--- config.mk ---
export PLATFORM = sky130hd
export DESIGN_NAME = mlblock_tile_sequencer
export DESIGN_NICKNAME = d
export VERILOG_FILES = /design/src/rtl/mlblock_seq_pkg.sv /design/src/rtl/mlblock_seq_cnt.sv /design/src/rtl/mlblock_tile_sequencer.sv
export SDC_FILE = /design/constraint.sdc
export NUM_CORES = 1
export LEC_CHECK = 0
export BUFFER_PORTS_ARGS = -buffer_cell sky130_fd_sc_hd__buf_2
export CAP_MARGIN = 15
export CELL_PAD_IN_SITES_DETAIL_PLACEMENT = 0
export CELL_PAD_IN_SITES_GLOBAL_PLACEMENT = 1
export CORE_MARGIN = 8
export CORE_UTILIZATION = 40
export DETAILED_ROUTE_END_ITERATION = 16
export PLACE_DENSITY = 0.73
export SLEW_MARGIN = 5
export SYNTH_ARGS = -nofsm -noshare
export SYNTH_HDL_FRONTEND = slang
export SYNTH_SLANG_ARGS = --single-unit
--- constraint.sdc ---
create_clock -name clk -period 3.3 [get_ports clk]
set_input_delay 0.495 -clock clk [delete_from_list [all_inputs] [get_ports clk]]
set_output_delay 0.495 -clock clk [all_outputs]
set_load 0.005 [all_outputs]
--- src/rtl/mlblock_seq_pkg.sv ---
// Shared types for the MLBlock_2Dflex tile sequencer: FSM states, the start
// command bundle and the effective per-pass compute length.
package mlblock_seq_pkg;

  localparam int SEQ_CFG_LEN   = 16;
  localparam int SEQ_CNT_W     = 16;
  localparam int SEQ_CFG_SEL_W = 2;

  typedef enum logic [2:0] {
    S_IDLE  = 3'd0,
    S_CFG   = 3'd1,
    S_WLOAD = 3'd2,
    S_COMP  = 3'd3,
    S_DRAIN = 3'd4,
    S_FIN   = 3'd5
  } seq_state_t;

  // Field widths follow the default sequencer parameters.
  typedef struct packed {
    logic [SEQ_CFG_LEN-1:0]   cfg_word;
    logic [SEQ_CFG_SEL_W-1:0] cfg_sel;
    logic [SEQ_CNT_W-1:0]     w_cycles;
    logic [SEQ_CNT_W-1:0]     k_cycles;
    logic [SEQ_CNT_W-1:0]     n_passes;
    logic                     cfg_skip;
  } seq_cmd_t;

  // A zero k count still runs one compute cycle per pass.
  function automatic logic [SEQ_CNT_W-1:0] k_eff(input logic [SEQ_CNT_W-1:0] k);
    return (k == '0) ? SEQ_CNT_W'(1) : k;
  endfunction

endpackage

--- src/rtl/mlblock_seq_cnt.sv ---
// Loadable down-counter shared by all timed sequencer phases; zero marks the
// last cycle of the current phase.
module mlblock_seq_cnt #(
  parameter int CNT_W = 16
) (
  input  logic             clk,
  input  logic             reset,
  input  logic             load,
  input  logic             dec,
  input  logic [CNT_W-1:0] load_val,
  output logic             zero
);

  logic [CNT_W-1:0] count;

  always_ff @(posedge clk) begin
    if (reset) begin
      count <= '0;
    end else if (load) begin
      count <= load_val;
    end else if (dec && (count != '0)) begin
      count <= count - CNT_W'(1);
    end
  end

  assign zero = (count == '0);

endmodule

--- src/rtl/mlblock_tile_sequencer.sv ---
// Sequences one MLBlock_2Dflex tile: config chain shift, weight load, then
// accumulation passes (compute + drain). All block-side outputs are registered.
module mlblock_tile_sequencer
  import mlblock_seq_pkg::*;
#(
  parameter int CFG_LEN   = SEQ_CFG_LEN,
  parameter int CNT_W     = SEQ_CNT_W,
  parameter int DRAIN_CYC = 3,
  parameter int CFG_SEL_W = SEQ_CFG_SEL_W
) (
  input  logic                 clk,
  input  logic                 reset,
  input  logic                 start,
  input  logic                 abort,
  input  logic                 cfg_skip,
  input  logic [CFG_LEN-1:0]   cfg_word,
  input  logic [CFG_SEL_W-1:0] cfg_sel,
  input  logic [CNT_W-1:0]     w_cycles,
  input  logic [CNT_W-1:0]     k_cycles,
  input  logic [CNT_W-1:0]     n_passes,
  output logic [CFG_SEL_W-1:0] configg,
  output logic                 config_en,
  output logic                 config_in,
  output logic                 W_en,
  output logic                 I_en,
  output logic                 Res_en,
  output logic                 Res_cas_in_zero,
  output logic                 busy,
  output logic                 done,
  output logic [2:0]           state_dbg
);

  localparam logic [CNT_W-1:0] CNT_ONE = CNT_W'(1);

  seq_state_t         state, nxt;
  seq_cmd_t           cmd_in;
  logic [CFG_LEN-1:0] cfg_sr;
  logic [CNT_W-1:0]   w_q, k_q, pass_q;
  logic [CNT_W-1:0]   cnt_val;
  logic               cnt_load, cnt_dec, cnt_zero;
  logic               accept;

  assign cmd_in = '{cfg_word: cfg_word, cfg_sel: cfg_sel, w_cycles: w_cycles,
                    k_cycles: k_cycles, n_passes: n_passes, cfg_skip: cfg_skip};
  assign accept    = (state == S_IDLE) && start && !abort;
  assign state_dbg = state;

  mlblock_seq_cnt #(.CNT_W(CNT_W)) u_cnt (
    .clk      (clk),
    .reset    (reset),
    .load     (cnt_load),
    .dec      (cnt_dec),
    .load_val (cnt_val),
    .zero     (cnt_zero)
  );

  // Counter holds (remaining cycles - 1); zero-length phases are never entered.
  always_comb begin
    nxt      = state;
    cnt_load = 1'b0;
    cnt_dec  = 1'b0;
    cnt_val  = '0;
    case (state)
      S_IDLE: begin
        if (start) begin
          cnt_load = 1'b1;
          if (!cmd_in.cfg_skip) begin
            nxt     = S_CFG;
            cnt_val = CNT_W'(CFG_LEN - 1);
          end else if (cmd_in.w_cycles != '0) begin
            nxt     = S_WLOAD;
            cnt_val = cmd_in.w_cycles - CNT_ONE;
          end else if (cmd_in.n_passes != '0) begin
            nxt     = S_COMP;
            cnt_val = k_eff(cmd_in.k_cycles) - CNT_ONE;
          end else begin
            nxt      = S_FIN;
            cnt_load = 1'b0;
          end
        end
      end
      S_CFG: begin
        if (!cnt_zero) begin
          cnt_dec = 1'b1;
        end else if (w_q != '0) begin
          nxt      = S_WLOAD;
          cnt_load = 1'b1;
          cnt_val  = w_q - CNT_ONE;
        end else if (pass_q != '0) begin
          nxt      = S_COMP;
          cnt_load = 1'b1;
          cnt_val  = k_q - CNT_ONE;
        end else begin
          nxt = S_FIN;
        end
      end
      S_WLOAD: begin
        if (!cnt_zero) begin
          cnt_dec = 1'b1;
        end else if (pass_q != '0) begin
          nxt      = S_COMP;
          cnt_load = 1'b1;
          cnt_val  = k_q - CNT_ONE;
        end else begin
          nxt = S_FIN;
        end
      end
      S_COMP: begin
        if (!cnt_zero) begin
          cnt_dec = 1'b1;
        end else begin
          nxt      = S_DRAIN;
          cnt_load = 1'b1;
          cnt_val  = CNT_W'(DRAIN_CYC - 1);
        end
      end
      S_DRAIN: begin
        if (!cnt_zero) begin
          cnt_dec = 1'b1;
        end else if (pass_q != CNT_ONE) begin
          nxt      = S_COMP;
          cnt_load = 1'b1;
          cnt_val  = k_q - CNT_ONE;
        end else begin
          nxt = S_FIN;
        end
      end
      S_FIN:   nxt = S_IDLE;
      default: nxt = S_IDLE;
    endcase
    if (abort) begin
      nxt      = S_IDLE;
      cnt_load = 1'b0;
      cnt_dec  = 1'b0;
    end
  end

  // Outputs are decoded from the state being entered so they line up with it.
  always_ff @(posedge clk) begin
    if (reset) begin
      state           <= S_IDLE;
      configg         <= '0;
      config_en       <= 1'b0;
      config_in       <= 1'b0;
      W_en            <= 1'b0;
      I_en            <= 1'b0;
      Res_en          <= 1'b0;
      Res_cas_in_zero <= 1'b0;
      busy            <= 1'b0;
      done            <= 1'b0;
      cfg_sr          <= '0;
      w_q             <= '0;
      k_q             <= '0;
      pass_q          <= '0;
    end else begin
      state           <= nxt;
      config_en       <= (nxt == S_CFG);
      config_in       <= (nxt == S_CFG) &&
                         (accept ? cmd_in.cfg_word[CFG_LEN-1] : cfg_sr[CFG_LEN-1]);
      W_en            <= (nxt == S_WLOAD);
      I_en            <= (nxt == S_COMP);
      Res_en          <= (nxt == S_COMP) || (nxt == S_DRAIN);
      Res_cas_in_zero <= (nxt == S_COMP) && (state != S_COMP);
      busy            <= (nxt != S_IDLE);
      done            <= (nxt == S_FIN);
      if (accept) begin
        configg <= cmd_in.cfg_sel;
        cfg_sr  <= cmd_in.cfg_word << 1;
        w_q     <= cmd_in.w_cycles;
        k_q     <= k_eff(cmd_in.k_cycles);
        pass_q  <= cmd_in.n_passes;
      end else if (state == S_CFG) begin
        cfg_sr <= cfg_sr << 1;
      end
      if ((state == S_DRAIN) && cnt_zero && !abort) begin
        pass_q <= pass_q - CNT_ONE;
      end
    end
  end

endmodule

After elaboration in Yosys (flattened, before gate mapping)
Cells that the tools add are included.
Word-level totals
  register bits after elaboration: 92
  output and inout bits: 13
Cells by class
  $add $sub $neg: 6
  equal/unequal tests: 11
  mux-type cells: 49
  reduce and logical (&&, ||, !) cells: 22
Operators with widths (count)
  $mux W16: 17
  $sub A16 B1 Y16 const B: 6
  $pmux W16 S5: 1
  $reduce_bool A16 Y1: 5
  $mux W3: 12
  $logic_not A16 Y1: 2
  $mux W1: 16
  $ne A16 B1 Y1 const B: 1
  $pmux W3 S5: 1
  $eq A3 B2 Y1 const B: 4
  $eq A3 B3 Y1 const B: 3
  $logic_and A1 B1 Y1: 7
  $eq A3 B1 Y1 const B: 2
  $reduce_bool A2 Y1: 3
  $pmux W1 S5: 1
  $reduce_or A4 Y1: 1
  $logic_not A3 Y1: 1
  $ne A3 B2 Y1 const B: 1
  $reduce_bool A3 Y1: 1
  $mux W2: 1
  $logic_not A1 Y1: 1
  $logic_or A1 B1 Y1: 1

Longest topological paths before layout
  depth after elaboration: 9
  gate-level depth with buffers: 10
  depth with buffers taken out: 9

Hierarchy
A second synthesis with hierarchy kept.
Unflattened totals
  cells, all modules: 770
  area total of the unflattened synthesis: 5938.2 um2
Modules (own cells, without submodules)
  mlblock_tile_sequencer: times used 1, cells an instance 656, area an instance 4993.5 um2, sequential area each 1521.5 um2
  mlblock_seq_cnt: times used 1, cells an instance 114, area an instance 944.7 um2, sequential area each 320.3 um2

Worst setup path after synthesis
OpenSTA, ideal clock, no wires.
  path kind: in2reg
  start: in w_cycles[0]
  end: reg u_cnt.count[14]
  library setup time: 122 ps
  arrival time: 2181 ps
  required time: 3178 ps
  setup slack: 997 ps
  stages on the path: 10
  path buffers: 1
  cell sequence: inv_1 > ha_1 > nor4b_1 > and4_1 > buf_2 > nor2_1 > mux2i_1 > o22ai_1 > or4b_1 > o311a_1
Between the ends
  longest elaborated chain between the ends: 7
  elaborated cells on any way between the ends: 13
Ends and longest elaborated chain
  from (decl): RTL line mlblock_tile_sequencer.sv:18  | input logic [CNT_W-1:0] w_cycles,
  parallel branches: the longest is 7 deep, another holds $sub A16 B1 Y16
  to (signal assigned): RTL line mlblock_seq_cnt.sv:20  | count <= load_val;
  to (signal assigned): RTL line mlblock_seq_cnt.sv:22  | count <= count - CNT_W'(1);
  to (decl): RTL line mlblock_seq_cnt.sv:14  | logic [CNT_W-1:0] count;
Several ways; the timed one is not identified.
A chain may end at the register's enable or synchronous reset.

Worst setup path in the final report
  start: reg pass_q[0]
  end: reg u_cnt.count[6]
Between the ends
  longest elaborated chain between the ends: 7
  elaborated cells on any way between the ends: 19
Ends and longest elaborated chain
  from (decl): RTL line mlblock_tile_sequencer.sv:38  | logic [CNT_W-1:0] w_q, k_q, pass_q;
  from (signal assigned): RTL line mlblock_tile_sequencer.sv:171  | pass_q <= cmd_in.n_passes;
  from (signal assigned): RTL line mlblock_tile_sequencer.sv:176  | pass_q <= pass_q - CNT_ONE;
  $reduce_bool A16 Y1: RTL line mlblock_tile_sequencer.sv:89, mlblock_tile_sequencer.sv:100
  $mux W1: RTL line mlblock_tile_sequencer.sv:89, mlblock_tile_sequencer.sv:100
  $mux W1: RTL line mlblock_tile_sequencer.sv:85  | end else if (w_q != '0) begin
  $mux W1: RTL line mlblock_tile_sequencer.sv:83  | if (!cnt_zero) begin
  $pmux W1 S5: RTL line mlblock_tile_sequencer.sv:63  | case (state)
  $mux W1: RTL line mlblock_tile_sequencer.sv:131  | if (abort) begin
  $mux W16 or $reduce_bool A2 Y1 (tied branches)
Parallel ways exist; a longest one is shown, timed or not.

==> results_dict.tcl <==
set metrics [dict create \
    outcome "completed" \
    routed_wl_mm 19.7 \
    final_nets 937 \
    netlist_area_mm2 0.00614 \
    startpoint_type "flop" \
    ys_types 77 \
    clock_sinks 92 \
    cp.required_ns 3.50 \
    num_rows 45 \
    r2r-end "u_cnt.count[6]" \
    synth.area.top_cells "dfxtp_1, nand2_1, a21oi_1, nor2_1, xnor2_1" \
    r2r-start "pass_q[0]" \
    yosysSeqAreaShare_pct 30.0 \
    antenna_found_initial 0 \
    ir_drop_mv 0.225 \
    tightest_slew_ns 0.945 \
    post-route-period-util_pct 93.2 \
    cp-endpoint "u_cnt.count[6]" \
    start_util_pct 40.7 \
    cp.arrival_ns 3.28 \
    fin_skew_ns 0.0104 \
    cap_violations 0 \
    htreeDepth 3 \
    wire_per_inst_um 18.8 \
    grt_start_max_net_pins 82 \
    synth_flop_cell "dfxtp_1" \
    yosysTopAreaCell "dfxtp_1" \
    fmax_mhz 325 \
    viasPerCell 5.96 \
    drv_slew 0 \
    clk_path_buf_depth 2 \
    area.growth.synth_to_final_pct 12.3 \
    io_pins 84 \
    final-hold-violation-count 0 \
    path_delay_family "compound AO/OA/AOI/OAI gates" \
    grt.overflow.total 0 \
    die_y_um 140 \
    cts.clk_slew.worst_paths_ns 0.07 \
    cts_resized 0 \
    syn-num-nets 873 \
    yosysWarnings 0 \
    layout-drive-gt1-share_pct 18.0 \
    initialDrtViolationCount 572 \
    die_x_um 140 \
    gr-usage-all-layers_pct 19.6 \
    core_mm2 0.0151 \
    synthDominantCellAreaShare_pct 30.0 \
    grt_pass1_wl_mm 31.2 \
    gp_congestion 0.946 \
    slowest_delay_ns 0.60 \
    p_leak_nw 2.55 \
    vias 6257 \
    critPathSlowestCell "a2111oi_0" \
    rrSetupSlack_ns 0.22 \
    period_needed_ns 3.08 \
    synth_cells 794 \
    synth_edf_count 0 \
    cts_setup_buffers 0 \
    dieArea_mm2 0.0196 \
    hp-start "cfg_sel[1]" \
    post-synth-top-count-cell "nand2_1" \
    setup-tns-final_ns 0 \
    slew_headroom_pct 37.0 \
    fillers 1553 \
    synth_area_per_cell_um2 7.74 \
    hold_class "input pin to flop" \
    first_pass_iters 5 \
    postCtsHoldBufs 0 \
    ant_nets 0 \
    port-buffer-count 83 \
    cts_tree "yes" \
    clock_latency_ns 0.36 \
    rsz0062_at_grt "no" \
    diodes 0 \
    startpoint "pass_q[0]" \
    root_buffer "clkbuf_16" \
    drc 0 \
    critPathMaxFanout 7 \
    critPathBufInv 1 \
    synth.top_cells.by_count "nand2_1, dfxtp_1, a21oi_1, nor2_1, nor3_1" \
    cp-end-kind "flop" \
    ys_async_sr_fraction_pct 0 \
    numCtsBuffers 9 \
    crit_type "flop to flop" \
    r2r_cells 9 \
    power_density_mw_per_mm2 438 \
    dp_hpwl_mm 14.7 \
    setup_viol 0 \
    synth-seq-cells 92 \
    crit_cells 9 \
    grt_pass1_vias 5973 \
    hold_ws_ns 0.373 \
    path_cells "inv_1, ha_1, nor4b_1, nand4_1, a22o_2, o21ai_2, a21oi_1, a2111oi_0, nor4_1" \
]
## sequential cells by signal, summed over array words and instances (netlist names)
register and count:
Res_cas_in_zero 1, k_q 16, I_en 1, u_cnt.count 16
state_dbg 3, done 1, w_q 16, Res_en 1
config_in 1, configg 2, cfg_sr 15, pass_q 16
W_en 1, config_en 1, busy 1
## layer usage
metal | wire, µm | share of wire [%] | up-vias | track usage (%)
li1 | - | - | 3022 | -
met1 | 9520 | 48 | 3011 | 27.5
met2 | 8620 | 44 | 196 | 29.5
met3 | 1180 | 6.0 | 28 | 4.15
met4 | 397 | 2.0 | 0 | 5.89
met5 | 0 | 0 | - | 0
## per-stage QoR
step / utilization, % / power, mW / area [µm²] / setup WS (ns) / std cells
after floorplan: - / 1.81 / 6140 / 0.997 / 794
after global placement: 43.9 / 2.03 / 6630 / 0.495 / 1035
after detailed placement: 43.9 / 2.04 / 6630 / 0.332 / 1035
after CTS: 45.7 / 3.03 / 6900 / 0.287 / 1050
after global routing: 45.7 / 3.16 / 6900 / 0.00323 / 1050
final: 45.7 / 3.02 / 6900 / 0.223 / 1050
## worst register-to-register path, cell delays in order (launching register included)
cell,delay (ns)
dfxtp_1,0.35
inv_1,0.07
ha_1,0.18
nor4b_1,0.48
nand4_1,0.35
a22o_2,0.35
o21ai_2,0.34
a21oi_1,0.10
a2111oi_0,0.60
nor4_1,0.12
## cells by family (layout without fill, tap and decap cells)
family          Yosys count  in the layout  share of synthesized area (%)
flops                    92             92                           30.0
mux                       7              7                           1.16
fa+ha+maj                 8              8                           1.63
xor+xnor                 51             51                           7.27
buf+inv                  58            126                           5.07
compound gates          209            209                           22.0
simple gates            369            369                           32.9
## cells in the final DEF, fill, tap and decap left out, types with 6 or more instances in the layout
cell	Yosys	layout
nand2_1	125	125
dfxtp_1	92	92
a21oi_1	83	83
buf_2	5	83
nor2_1	74	74
nor3_1	43	43
o21ai_0	39	39
xnor2_1	26	26
xor2_1	25	25
nand3_1	21	21
inv_1	17	17
nor4_1	16	16
a311oi_1	15	15
nand4_1	12	12
or3_1	11	11
o22ai_1	10	10
a211oi_1	10	10
buf_4	0	10
nor4_4	9	9
clkbuf_16	0	9
a22oi_1	8	8
ha_1	8	8
o21a_1	7	7
nand3b_1	7	7
a31oi_1	7	7
nand2b_1	7	6
or4_1	6	6
mux2i_1	6	6
## where the power goes
part           switching, mW  internal (mW)  total [mW]
sequential            0.0875           1.18        1.27
combinational          0.464          0.293       0.758
clock                  0.482          0.514       0.995
total                   1.03           1.99        3.02
## worst min path at each step
stage,end,depth (start not counted)
after floorplan,k_q[15],2
after global routing,configg[1],3
after detailed placement,configg[1],2
final,configg[1],3
after global placement,configg[1],2
after CTS,configg[1],3
## area by class of cell
cell class,instances,area [µm²],share of cell area (%)
Multi-Input combinational cell,644,3990,57.9
Sequential cell,92,1840,26.7
Clock buffer,9,225,3.26
Inverter,18,67.6,0.979
Tap cell,188,235,3.41
Timing Repair Buffer,93,490,7.11
Clock inverter,6,47.5,0.689
Power figures use the tool's default switching activity.
